<file path="src/rtl/sram_arb_pkg.sv">
// Shared types and constants for the SRAM port arbiter.
package sram_arb_pkg;
  localparam int LEN_W = 4;
  localparam logic [3:0] SRAM_WEB_IDLE = 4'hF;

  typedef enum logic [2:0] {
    IDLE  = 3'd0,
    ARB   = 3'd1,
    RD    = 3'd2,
    WR    = 3'd3,
    RTAIL = 3'd4,
    DONE  = 3'd5
  } state_e;
endpackage

</file>
<file path="src/rtl/sram_port_arbiter_rr_picker.sv">
// Combinational winner pick: lowest index at or after i_rr_ptr with a request.
// Fixed priority falls out when the pointer is tied to zero.
module sram_rr_picker #(
  parameter int NREQ = 2,
  parameter int PW   = 1
) (
  input  logic [NREQ-1:0] i_req,
  input  logic [PW-1:0]   i_rr_ptr,
  output logic [NREQ-1:0] o_win_oh,
  output logic [PW-1:0]   o_win_idx,
  output logic            o_vld
);
  always_comb begin
    o_win_oh  = '0;
    o_win_idx = '0;
    o_vld     = 1'b0;
    // Walk offsets from farthest to nearest so the nearest requester is written last.
    for (int i = NREQ - 1; i >= 0; i--) begin
      if (i_req[(int'(i_rr_ptr) + i) % NREQ]) begin
        o_vld     = 1'b1;
        o_win_idx = PW'((int'(i_rr_ptr) + i) % NREQ);
      end
    end
    o_win_oh[o_win_idx] = o_vld;
  end
endmodule

</file>
<file path="src/rtl/sram_port_arbiter.sv">
// Shares one single-port SRAM between burst requesters; read data returns one cycle after issue.
// Define SRAM_ARB_FIXED_PRIO_EN for fixed priority (requester 0 wins) instead of round-robin.
module sram_port_arbiter
  import sram_arb_pkg::*;
#(
  parameter int NREQ = 2,
  parameter int AW   = 14,
  parameter int DW   = 32
) (
  input  logic                  CK,
  input  logic                  rst,
  input  logic [NREQ-1:0]       req,
  input  logic [NREQ*AW-1:0]    req_addr,
  input  logic [NREQ*LEN_W-1:0] req_len,
  input  logic [NREQ-1:0]       req_write,
  input  logic [NREQ-1:0]       wvalid,
  input  logic [NREQ*4-1:0]     wstrb,
  input  logic [NREQ*DW-1:0]    wdata,
  output logic [NREQ-1:0]       gnt,
  output logic [NREQ-1:0]       wready,
  output logic [NREQ-1:0]       rvalid,
  output logic [DW-1:0]         rdata,
  output logic                  rlast,
  output logic [NREQ-1:0]       done,
  output logic [AW-1:0]         sram_A,
  output logic [DW-1:0]         sram_DI,
  output logic [3:0]            sram_WEB,
  output logic                  sram_OE,
  output logic                  sram_CS,
  input  logic [DW-1:0]         sram_DO
);
  localparam int PW = (NREQ > 1) ? $clog2(NREQ) : 1;

  state_e            r_state, w_state_nxt;
  logic [PW-1:0]     r_gidx, w_rr_ptr, w_win_idx;
  logic [NREQ-1:0]   r_gnt_oh, w_win_oh;
  logic              w_win_vld;
  logic [AW-1:0]     r_addr;
  logic [LEN_W-1:0]  r_len, r_beat_cnt;
  logic              r_rvalid, r_rlast;
  logic              w_beat, w_last;

`ifdef SRAM_ARB_FIXED_PRIO_EN
  assign w_rr_ptr = '0;
`else
  logic [PW-1:0] r_rr_ptr;

  always_ff @(posedge CK or posedge rst) begin
    if (rst)
      r_rr_ptr <= '0;
    else if (r_state == DONE)
      r_rr_ptr <= (r_gidx == PW'(NREQ - 1)) ? '0 : r_gidx + PW'(1);
  end

  assign w_rr_ptr = r_rr_ptr;
`endif

  sram_rr_picker #(.NREQ(NREQ), .PW(PW)) u_picker (
    .i_req     (req),
    .i_rr_ptr  (w_rr_ptr),
    .o_win_oh  (w_win_oh),
    .o_win_idx (w_win_idx),
    .o_vld     (w_win_vld)
  );

  always_ff @(posedge CK or posedge rst) begin
    if (rst) begin
      r_state    <= IDLE;
      r_gidx     <= '0;
      r_gnt_oh   <= '0;
      r_addr     <= '0;
      r_len      <= '0;
      r_beat_cnt <= '0;
      r_rvalid   <= 1'b0;
      r_rlast    <= 1'b0;
    end else begin
      r_state  <= w_state_nxt;
      // Macro read data appears one cycle after the issue cycle.
      r_rvalid <= (r_state == RD);
      r_rlast  <= (r_state == RD) && w_last;
      if (r_state == ARB) begin
        r_gidx     <= w_win_idx;
        r_gnt_oh   <= w_win_oh;
        r_addr     <= req_addr[w_win_idx*AW +: AW];
        r_len      <= req_len[w_win_idx*LEN_W +: LEN_W];
        r_beat_cnt <= '0;
      end else if (w_beat) begin
        r_beat_cnt <= r_beat_cnt + 1'b1;
      end
    end
  end

  always_comb begin
    w_state_nxt = r_state;
    w_beat      = 1'b0;
    w_last      = (r_beat_cnt == r_len);
    gnt         = '0;
    wready      = '0;
    done        = '0;
    sram_A      = '0;
    sram_DI     = '0;
    sram_WEB    = SRAM_WEB_IDLE;
    sram_OE     = 1'b0;
    sram_CS     = 1'b0;
    unique case (r_state)
      IDLE: if (|req) w_state_nxt = ARB;
      ARB: begin
        if (!w_win_vld)                w_state_nxt = IDLE;
        else if (req_write[w_win_idx]) w_state_nxt = WR;
        else                           w_state_nxt = RD;
      end
      RD: begin
        gnt     = r_gnt_oh;
        w_beat  = 1'b1;
        sram_CS = 1'b1;
        sram_OE = 1'b1;
        sram_A  = r_addr + AW'(r_beat_cnt);
        if (w_last) w_state_nxt = RTAIL;
      end
      WR: begin
        gnt     = r_gnt_oh;
        wready  = r_gnt_oh;
        sram_A  = r_addr + AW'(r_beat_cnt);
        sram_DI = wdata[r_gidx*DW +: DW];
        if (wvalid[r_gidx]) begin
          w_beat   = 1'b1;
          sram_CS  = 1'b1;
          sram_WEB = ~wstrb[r_gidx*4 +: 4];
          if (w_last) w_state_nxt = DONE;
        end
      end
      RTAIL: begin
        gnt         = r_gnt_oh;
        w_state_nxt = DONE;
      end
      DONE: begin
        done        = r_gnt_oh;
        w_state_nxt = IDLE;
      end
      default: w_state_nxt = IDLE;
    endcase
  end

  assign rvalid = r_rvalid ? r_gnt_oh : '0;
  assign rdata  = r_rvalid ? sram_DO : '0;
  assign rlast  = r_rlast;
endmodule
</file>
<file path="config.mk">
export PLATFORM = sky130hd
export DESIGN_NAME = sram_port_arbiter
export DESIGN_NICKNAME = d
export VERILOG_FILES = /design/src/rtl/sram_arb_pkg.sv /design/src/rtl/sram_port_arbiter_rr_picker.sv /design/src/rtl/sram_port_arbiter.sv
export SDC_FILE = /design/constraint.sdc
export NUM_CORES = 1
export LEC_CHECK = 0
export CELL_PAD_IN_SITES_DETAIL_PLACEMENT = 1
export CELL_PAD_IN_SITES_GLOBAL_PLACEMENT = 2
export CORE_MARGIN = 10
export CORE_UTILIZATION = 14
export CTS_BUF_LIST = sky130_fd_sc_hd__clkbuf_4 sky130_fd_sc_hd__clkbuf_8
export DETAILED_ROUTE_END_ITERATION = 16
export PLACE_DENSITY_LB_ADDON = 0.1
export SYNTH_ARGS = -nofsm -noshare
export SYNTH_HDL_FRONTEND = slang
export SYNTH_HIERARCHICAL = 1
export SYNTH_SLANG_ARGS = --single-unit
export TNS_END_PERCENT = 20
</file>
<file path="constraint.sdc">
create_clock -name CK -period 2.05 [get_ports CK]
set_clock_uncertainty 0.05 [all_clocks]
set_input_delay 0.41 -clock CK [delete_from_list [all_inputs] [get_ports CK]]
set_output_delay 0.41 -clock CK [all_outputs]
set_load 0.005 [all_outputs]
</file>
==> results of run 1 <==
-- metal layers --
layer  vias up  wire [µm]  global-route usage (%)  share of wire (%)
li1       1710          -                       -                  -
met1      1623       5542                   11.25                 38
met2       144       7429                   19.72                 51
met3         2       1627                   5.289                 11
met4         0         48                   1.059               0.33
met5         -          0                       0                  0
-- power by group --
group	leakage, µW	switching (µW)	total, µW	internal [µW]
registers	0.000351	274	1170	899
clock network	0.0000446	237	488	250
logic	0.00215	2600	5790	3190
total	0.00254	3110	7450	4340
-- Yosys cell counts, drive strengths merged --
| library cell | n | area (µm²) |
|---|---|---|
| mux2i | 54 | 540.5 |
| a21o | 1 | 7.510 |
| nand2b | 2 | 12.51 |
| xor2 | 2 | 17.52 |
| nand3 | 7 | 35.03 |
| a211oi | 1 | 7.510 |
| a21boi | 3 | 22.52 |
| nand2 | 8 | 30.03 |
| and2 | 35 | 219.0 |
| mux2 | 2 | 22.52 |
| or2 | 1 | 6.260 |
| and4 | 1 | 11.26 |
| a32o | 4 | 40.04 |
| nor3 | 2 | 10.01 |
| a2bb2oi | 2 | 17.52 |
| nand3b | 1 | 7.510 |
| or4 | 1 | 7.510 |
| nand4 | 4 | 40.04 |
| clkbuf | 12 | 55.05 |
| inv | 9 | 33.78 |
| o21a | 1 | 7.510 |
| o21bai | 1 | 7.510 |
| o311ai | 1 | 8.760 |
| fa | 1 | 20.02 |
| or3 | 6 | 37.54 |
| nor2b | 3 | 18.77 |
| xnor2 | 6 | 52.55 |
| and3 | 1 | 6.260 |
| o32ai | 1 | 8.760 |
| a21oi | 31 | 155.2 |
| a221o | 1 | 10.01 |
| buf | 9 | 42.54 |
| ha | 5 | 62.56 |
| dfrtp | 31 | 775.7 |
| nor2 | 66 | 247.7 |
| o21ai | 13 | 65.06 |
| o31ai | 2 | 15.01 |
-- layout make-up --
| cell class | instances | area [µm²] |
|---|---|---|
| Timing Repair Buffer | 297 | 2740 |
| Sequential cell | 31 | 778.2 |
| Multi-Input combinational cell | 270 | 1953 |
| Clock inverter | 2 | 12.51 |
| Clock buffer | 6 | 76.32 |
| Inverter | 9 | 33.78 |
| Fill cell | 2225 | 12880 |
| Tap cell | 234 | 292.8 |
-- timing repair --
item,CTS,global route
setup buffers,5,3
resized for setup,122,70
setup endpoints to repair,58,54
pin swaps,13,13
-- worst max-delay path: stages, from the launching register on --
cell and delay (ns):
dfrtp_1 0.36, ha_2 0.20, inv_2 0.05, fa_2 0.41
nor2b_4 0.16, o31ai_4 0.09, or3_1 0.33, a21oi_2 0.12
buf_2 0.12
-- path summary, 6_finish.rpt --
check,endpoint,slack (ns),cells past startpoint,start
max reg2reg,r_addr[4],0.42,6,r_state[0]
min reg2reg,r_rr_ptr,0.46,2,r_rr_ptr
min,r_rr_ptr,0.46,2,r_rr_ptr
max in group asynchronous,r_state[1],1.15,3,rst
max,sram_A[8],-0.54,8,r_addr[0]
min in group asynchronous,r_gnt_oh[1],0.48,3,rst
-- flip-flops by register name, summed over array words and instances, names as in the netlist --
name,cells
rlast,1
r_len,4
r_rr_ptr,1
r_beat_cnt,4
r_addr,14
r_state,3
r_gnt_oh,2
r_rvalid,1
r_gidx,1
-- per-stage QoR --
step	TNS [ns]	power, µW	hold WS (ns)	setup WS (ns)	util (%)
6_report	-4.584	7448	0.4632	-0.5397	31.37
5_1_grt	-6.549	8181	0.5219	-0.6474	31.37
4_1_cts	-6.051	7553	0.4760	-0.6477	31.55
3_5_place_dp	-7.764	7040	0.4640	-0.7137	30.74
3_3_place_gp	-7.094	6952	0.4544	-0.6696	30.74
2_1_floorplan	-0.2910	3561	0.4215	-0.09704	-
-- cells by family (layout without fill, tap and decap cells) --
group	count (synthesis)	after routing	share of synthesized area, %
AOI/OAI and AO/OA	62	62	13.89
buffers and inverters	30	314	4.893
muxes	56	56	20.97
DFF	31	31	28.89
and+or+nand+nor	138	138	25.68
xor gates and xnor gates	8	8	2.610
adders and majority gates	6	6	3.076
==> summary.md, run 1 <==
| Metric | Value |
|---|---|
| Post-synth cell types | `40` |
| Class of the worst hold path | `reg -> reg` |
| Clk Latency, worst-skew pair | `0.28 ns` |
| WL/cell | `17.25 µm` |
| Layout area overhead | `119.2%` |
| Final worst slack | `-0.5397 ns` |
| Status | `finished, violations left` |
| Setup-failing EPs final | `13` |
| Crit path DAT | `2.13 ns` |
| CTS tree | `built` |
| Final-report max-slew violation count | `0` |
| Largest net degree at the start of global routing | `39` |
| Lkg Pwr | `0.002543 µW` |
| Die H | `158.5 µm` |
| Initial antenna violation count | `0` |
| Worst VDD drop | `0.0003325 V` |
| Clock sinks | `31` |
| Layout cells sized above 1 | `22.44%` |
| CTS clock-pin slew for the worst setup and hold paths | `0.07 ns` |
| Failing checks | `setup timing` |
| Critical Path RT | `1.59 ns` |
| # DRC | `0` |
| Core Region | `0.01877 mm²` |
| DP HPWL | `12540 µm` |
| Port bufs | `240` |
| Final WL | `14650 µm` |
| Pwr per Cell Area | `1265 mW/mm²` |
| Yosys warning total | `6` |
| I/O pins | `241` |
| Max Fclk | `386.2 MHz` |
| Placed Area | `0.005769 mm²` |
| Number of antenna diodes | `0` |
| RSZ-0062 raised after global routing | `yes` |
| GRT Residual Overflow | `0` |
| Critical path class | `reg -> out` |
| Nature of the critical path startpoint | `flip-flop` |
| Max-slew headroom | `71.72%` |
| Commonest non-fill, non-tap cell in the layout | `clkdlybuf4s50_1` |
| Number of global-route vias before repair | `3883` |
| Vias per cell | `4.098` |
| Nets@finish | `768` |
| Final Hold Viols | `0` |
| Maximum root-to-sink buffer count | `2` |
| Max FO, Critical Path | `6` |
| First-pass detailed-route iteration total | `4` |
| FP Rows | `50` |
| Hold Buf Count CTS | `0` |
| Syn Nets | `485` |
| Post-route ant nets | `0` |
| Tcrit/Tclk final | `126.3%` |
| Initial Utilization | `14.31%` |
| Placed Cells | `833` |
| DRT iter0 DRCs | `62` |
| Post-synthesis cell area | `0.002685 mm²` |
| Total CTS buffers | `5` |
| Final Cell Area | `0.005887 mm²` |
| Die ar. | `0.02512 mm²` |
| Routability Congestion | `0.7182` |
| Gr usage total | `10.79%` |
| Htree depth | `2` |
| Die Width | `158.5 µm` |
| Root buffer cell | `clkbuf_8` |
| Most frequent cells in the layout | `clkdlybuf4s50_1 (181), nor2_1 (63), mux2i_1 (54)` |
| Non-filler instance count after layout | `849` |
| CP Capture Type | `output pin` |
| Worst-margin pin slew | `0.4241 ns` |
| Flops & latches, synth | `31` |
| Mean Syn Cell Area | `8.112 µm²` |
| Via Count | `3479` |
| Post-layout min period | `2.590 ns` |
| Gate Count Post-Synth | `331` |
| First-pass GRT wire length | `21330 µm` |
| Sequential share of the synthesized area | `28.89%` |
| MaxCap Viol Count | `0` |
(Power assumes the default switching activity.)
==> run 2, diff against run 1 <==
- ABC_AREA: default -> 1
==> summary.md, run 2 <==
| Metric | Value |
|---|---|
| Layout cells sized above 1 | `27.54%` |
| # DRC | `0` |
| Hold Buf Count CTS | `0` |
| Tcrit/Tclk final | `116.1%` |
| Crit path DAT | `1.92 ns` |
| Largest net degree at the start of global routing | `35` |
| Top_reg_cell synth | `dfrtp_1` |
| Clk Latency, worst-skew pair | `0.29 ns` |
| Failing checks | `setup timing` |
| Max Fclk | `420.0 MHz` |
| Worst VDD drop | `0.0003405 V` |
| Lkg Pwr | `0.003859 µW` |
| Number of global-route vias before repair | `4436` |
| Worst path bufs/invs | `4` |
| First-pass GRT wire length | `25750 µm` |
| I/O pins | `241` |
| Via Count | `4201` |
| Routability Congestion | `0.7509` |
| Number of antenna diodes | `0` |
| CTS clock-pin slew for the worst setup and hold paths | `0.08 ns` |
| Status | `finished, violations left` |
| Final-report max-slew violation count | `0` |
| Class of the worst hold path | `reg -> reg` |
| Max reg flops | `14` |
| Min-Delay Endpoint | `r_addr[11]` |
| Synth top area share | `24.24%` |
| Commonest non-fill, non-tap cell in the layout | `clkdlybuf4s50_1` |
| Post-layout min period | `2.381 ns` |
| Critical path class | `reg -> out` |
| Vias per cell | `3.851` |
| Placed Area | `0.006359 mm²` |
| Worst path slowest cell | `dfrtp_1` |
| Synth top area cells | `dfrtp_1 (24%), nand2_1 (19%), mux2_2 (13%), inv_1 (12%), nor2_1 (9.0%)` |
| HP Start | `r_addr[11]` |
| Commonest cells in the netlist | `nand2_1 (158), inv_1 (103), nor2_1 (77), mux2_2 (36), dfrtp_1 (31)` |
| Post-synth EDFFs | `0` |
| TNS Setup | `-3.282 ns` |
| Mean Syn Cell Area | `6.288 µm²` |
| Htree depth | `2` |
| Hold Path Depth | `2` |
| Setup-failing EPs final | `21` |
| Root buffer cell | `clkbuf_8` |
| CP Capture Type | `output pin` |
| Final Cell Area | `0.006828 mm²` |
| Worst-margin pin slew | `0.4559 ns` |
| Worst r2r path cells | `11` |
| Largest Register | `r_addr` |
| CP max stage delay | `0.39 ns` |
| Count leader, synth | `nand2_1` |
| Gr usage total | `11.14%` |
| Final Hold Viols | `0` |
| Reg2Reg Launch Point | `r_state[2]` |
| CTS tree | `built` |
| Yosys top cell by area | `dfrtp_1` |
| DRT iter0 DRCs | `104` |
| Syn Nets | `663` |
| Core Region | `0.02257 mm²` |
| Gate Count Post-Synth | `509` |
| GRT Residual Overflow | `0` |
| Max FO, Critical Path | `4` |
| Largest regs | `r_addr x14, r_beat_cnt x4, r_len x4` |
| Die H | `171.2 µm` |
| Die ar. | `0.02931 mm²` |
| CP top delay family | `adder cells` |
| Post-synth ARST share | `100.0%` |
| MaxCap Viol Count | `0` |
| Worst path most repeated cell | `buf_6` |
| Initial Utilization | `14.18%` |
| Most frequent cells in the layout | `clkdlybuf4s50_1 (178), nand2_1 (141), inv_1 (93)` |
| Post-route ant nets | `0` |
| Pwr per Cell Area | `1082 mW/mm²` |
| Total CTS buffers | `5` |
| Die Width | `171.2 µm` |
| Final worst slack | `-0.3311 ns` |
| Total power | `7387 µW` |
| Setup slack, reg-to-reg | `0.43 ns` |
| Flops & latches, synth | `31` |
| FP Rows | `55` |
| Maximum root-to-sink buffer count | `2` |
| Initial antenna violation count | `0` |
| Layout area overhead | `113.3%` |
| DP HPWL | `14700 µm` |
| Nets@finish | `959` |
| Max-slew headroom | `69.61%` |
| WL/cell | `16.07 µm` |
| First-pass detailed-route iteration total | `5` |
| End of the worst register-to-register path | `r_state[2]` |
| Clock sinks | `31` |
| Yosys warning total | `6` |
| Util after Layout | `30.25%` |
| Nature of the critical path startpoint | `flip-flop` |
| Crit-path cells | `ha_2 -> inv_2 -> fa_2 -> nor2_4 -> buf_6 -> o21a_4 -> buf_6 -> nor3_4 -> buf_2` |
| Post-synth cell types | `29` |
| Final WL | `17530 µm` |
| Post-synthesis cell area | `0.003201 mm²` |
| Critical Path RT | `1.59 ns` |
| RSZ-0062 raised after global routing | `yes` |
| Sequential share of the synthesized area | `24.24%` |
| Port bufs | `240` |
[run 2: cell count changes after synthesis, moves of 4 or more]
cell	before	now
clkbuf_1	11	7
mux2i_1	54	0
nor2_1	66	77
inv_1	9	103
nand2_1	8	158
a21oi_1	31	13
mux2_2	2	36
xnor2_1	6	1
or3_1	6	0
o31ai_2	0	18
and2_1	35	0
a32o_1	4	0
nand3_1	7	18
[run 2: kinds of logic (layout without fill, tap and decap cells)]
logic type	Yosys count	after routing	share of synthesized area, %
adder cells (fa/ha/maj)	6	6	2.580
multiplexers	36	36	12.67
buffers and inverters	126	423	15.75
flip-flops	31	31	24.24
XOR/XNOR	2	2	0.5474
AO/OA/AOI/OAI	44	44	11.26
AND/OR/NAND/NOR	264	264	32.96
[run 2: layout make-up]
| type | count | area (µm²) |
|---|---|---|
| inverters | 106 | 402.9 |
| well taps | 285 | 356.6 |
| multi-input cells | 352 | 2190 |
| clock inverters | 3 | 15.01 |
| fillers | 2736 | 15740 |
| flip-flops and latches | 31 | 777.0 |
| clock buffers | 5 | 68.82 |
| repair buffers | 309 | 3018 |
[run 2: what timing repair did]
action | in CTS | in global routing
gates cloned | 0 | 1
setup buffers | 6 | 8
resized for setup | 177 | 77
pin swaps | 15 | 8
endpoints found under the setup margin | 58 | 55
[run 2: layer usage]
metal  part of all wire (%)  vias to the layer above  track usage, %  wire [µm]
met5                      0                        -               0          0
met4                    1.4                        0           2.268        247
met3                    7.1                        9           3.323       1252
met2                     49                      136           19.60       8617
met1                     42                     1924           13.07       7413
li1                       -                     2132               -          -
[run 2: worst max path at each step]
stage                  startpoint    endpoint  slack [ns]  cells past startpoint
floorplan           r_beat_cnt[0]  sram_A[12]        0.05                      9
finish              r_beat_cnt[0]   sram_A[4]       -0.33                      9
global placement        r_addr[0]  sram_A[12]       -0.52                     10
detailed placement      r_addr[0]   sram_A[8]       -0.55                     10
CTS                 r_beat_cnt[0]   sram_A[8]       -0.46                     10
global route        r_beat_cnt[0]   sram_A[4]       -0.44                      9
[run 2: tightest hold or removal path: cells and delay by family (launching register included)]
family | cells | cell delay (ns)
and+or+nand+nor | 1 | 0.07
DFF | 1 | 0.35
AOI/OAI and AO/OA | 1 | 0.05
[run 2: metrics by stage]
step                instances  hold slack, ns  worst slack [ns]
finish                   1091          0.4500           -0.3311
global route             1091          0.4825           -0.4441
CTS                      1082          0.4535           -0.4591
detailed placement       1068          0.4345           -0.5486
global placement         1068          0.4337           -0.5186
floorplan                 509          0.4105           0.04854
[run 2: power breakdown]
part           total (µW)  switching, µW  internal [µW]  leakage [µW]
Sequential           1160            245            913      0.000385
Clock                 484            252            232     0.0000477
Combinational        5740           2770           2980       0.00343
Total                7390           3260           4120       0.00386
==> run 3, diff against run 2 <==
- GPL_ROUTABILITY_DRIVEN: default -> 0
==> results of run 3 <==
No change in the layout: final DEF, timing and power equal those of run 2.
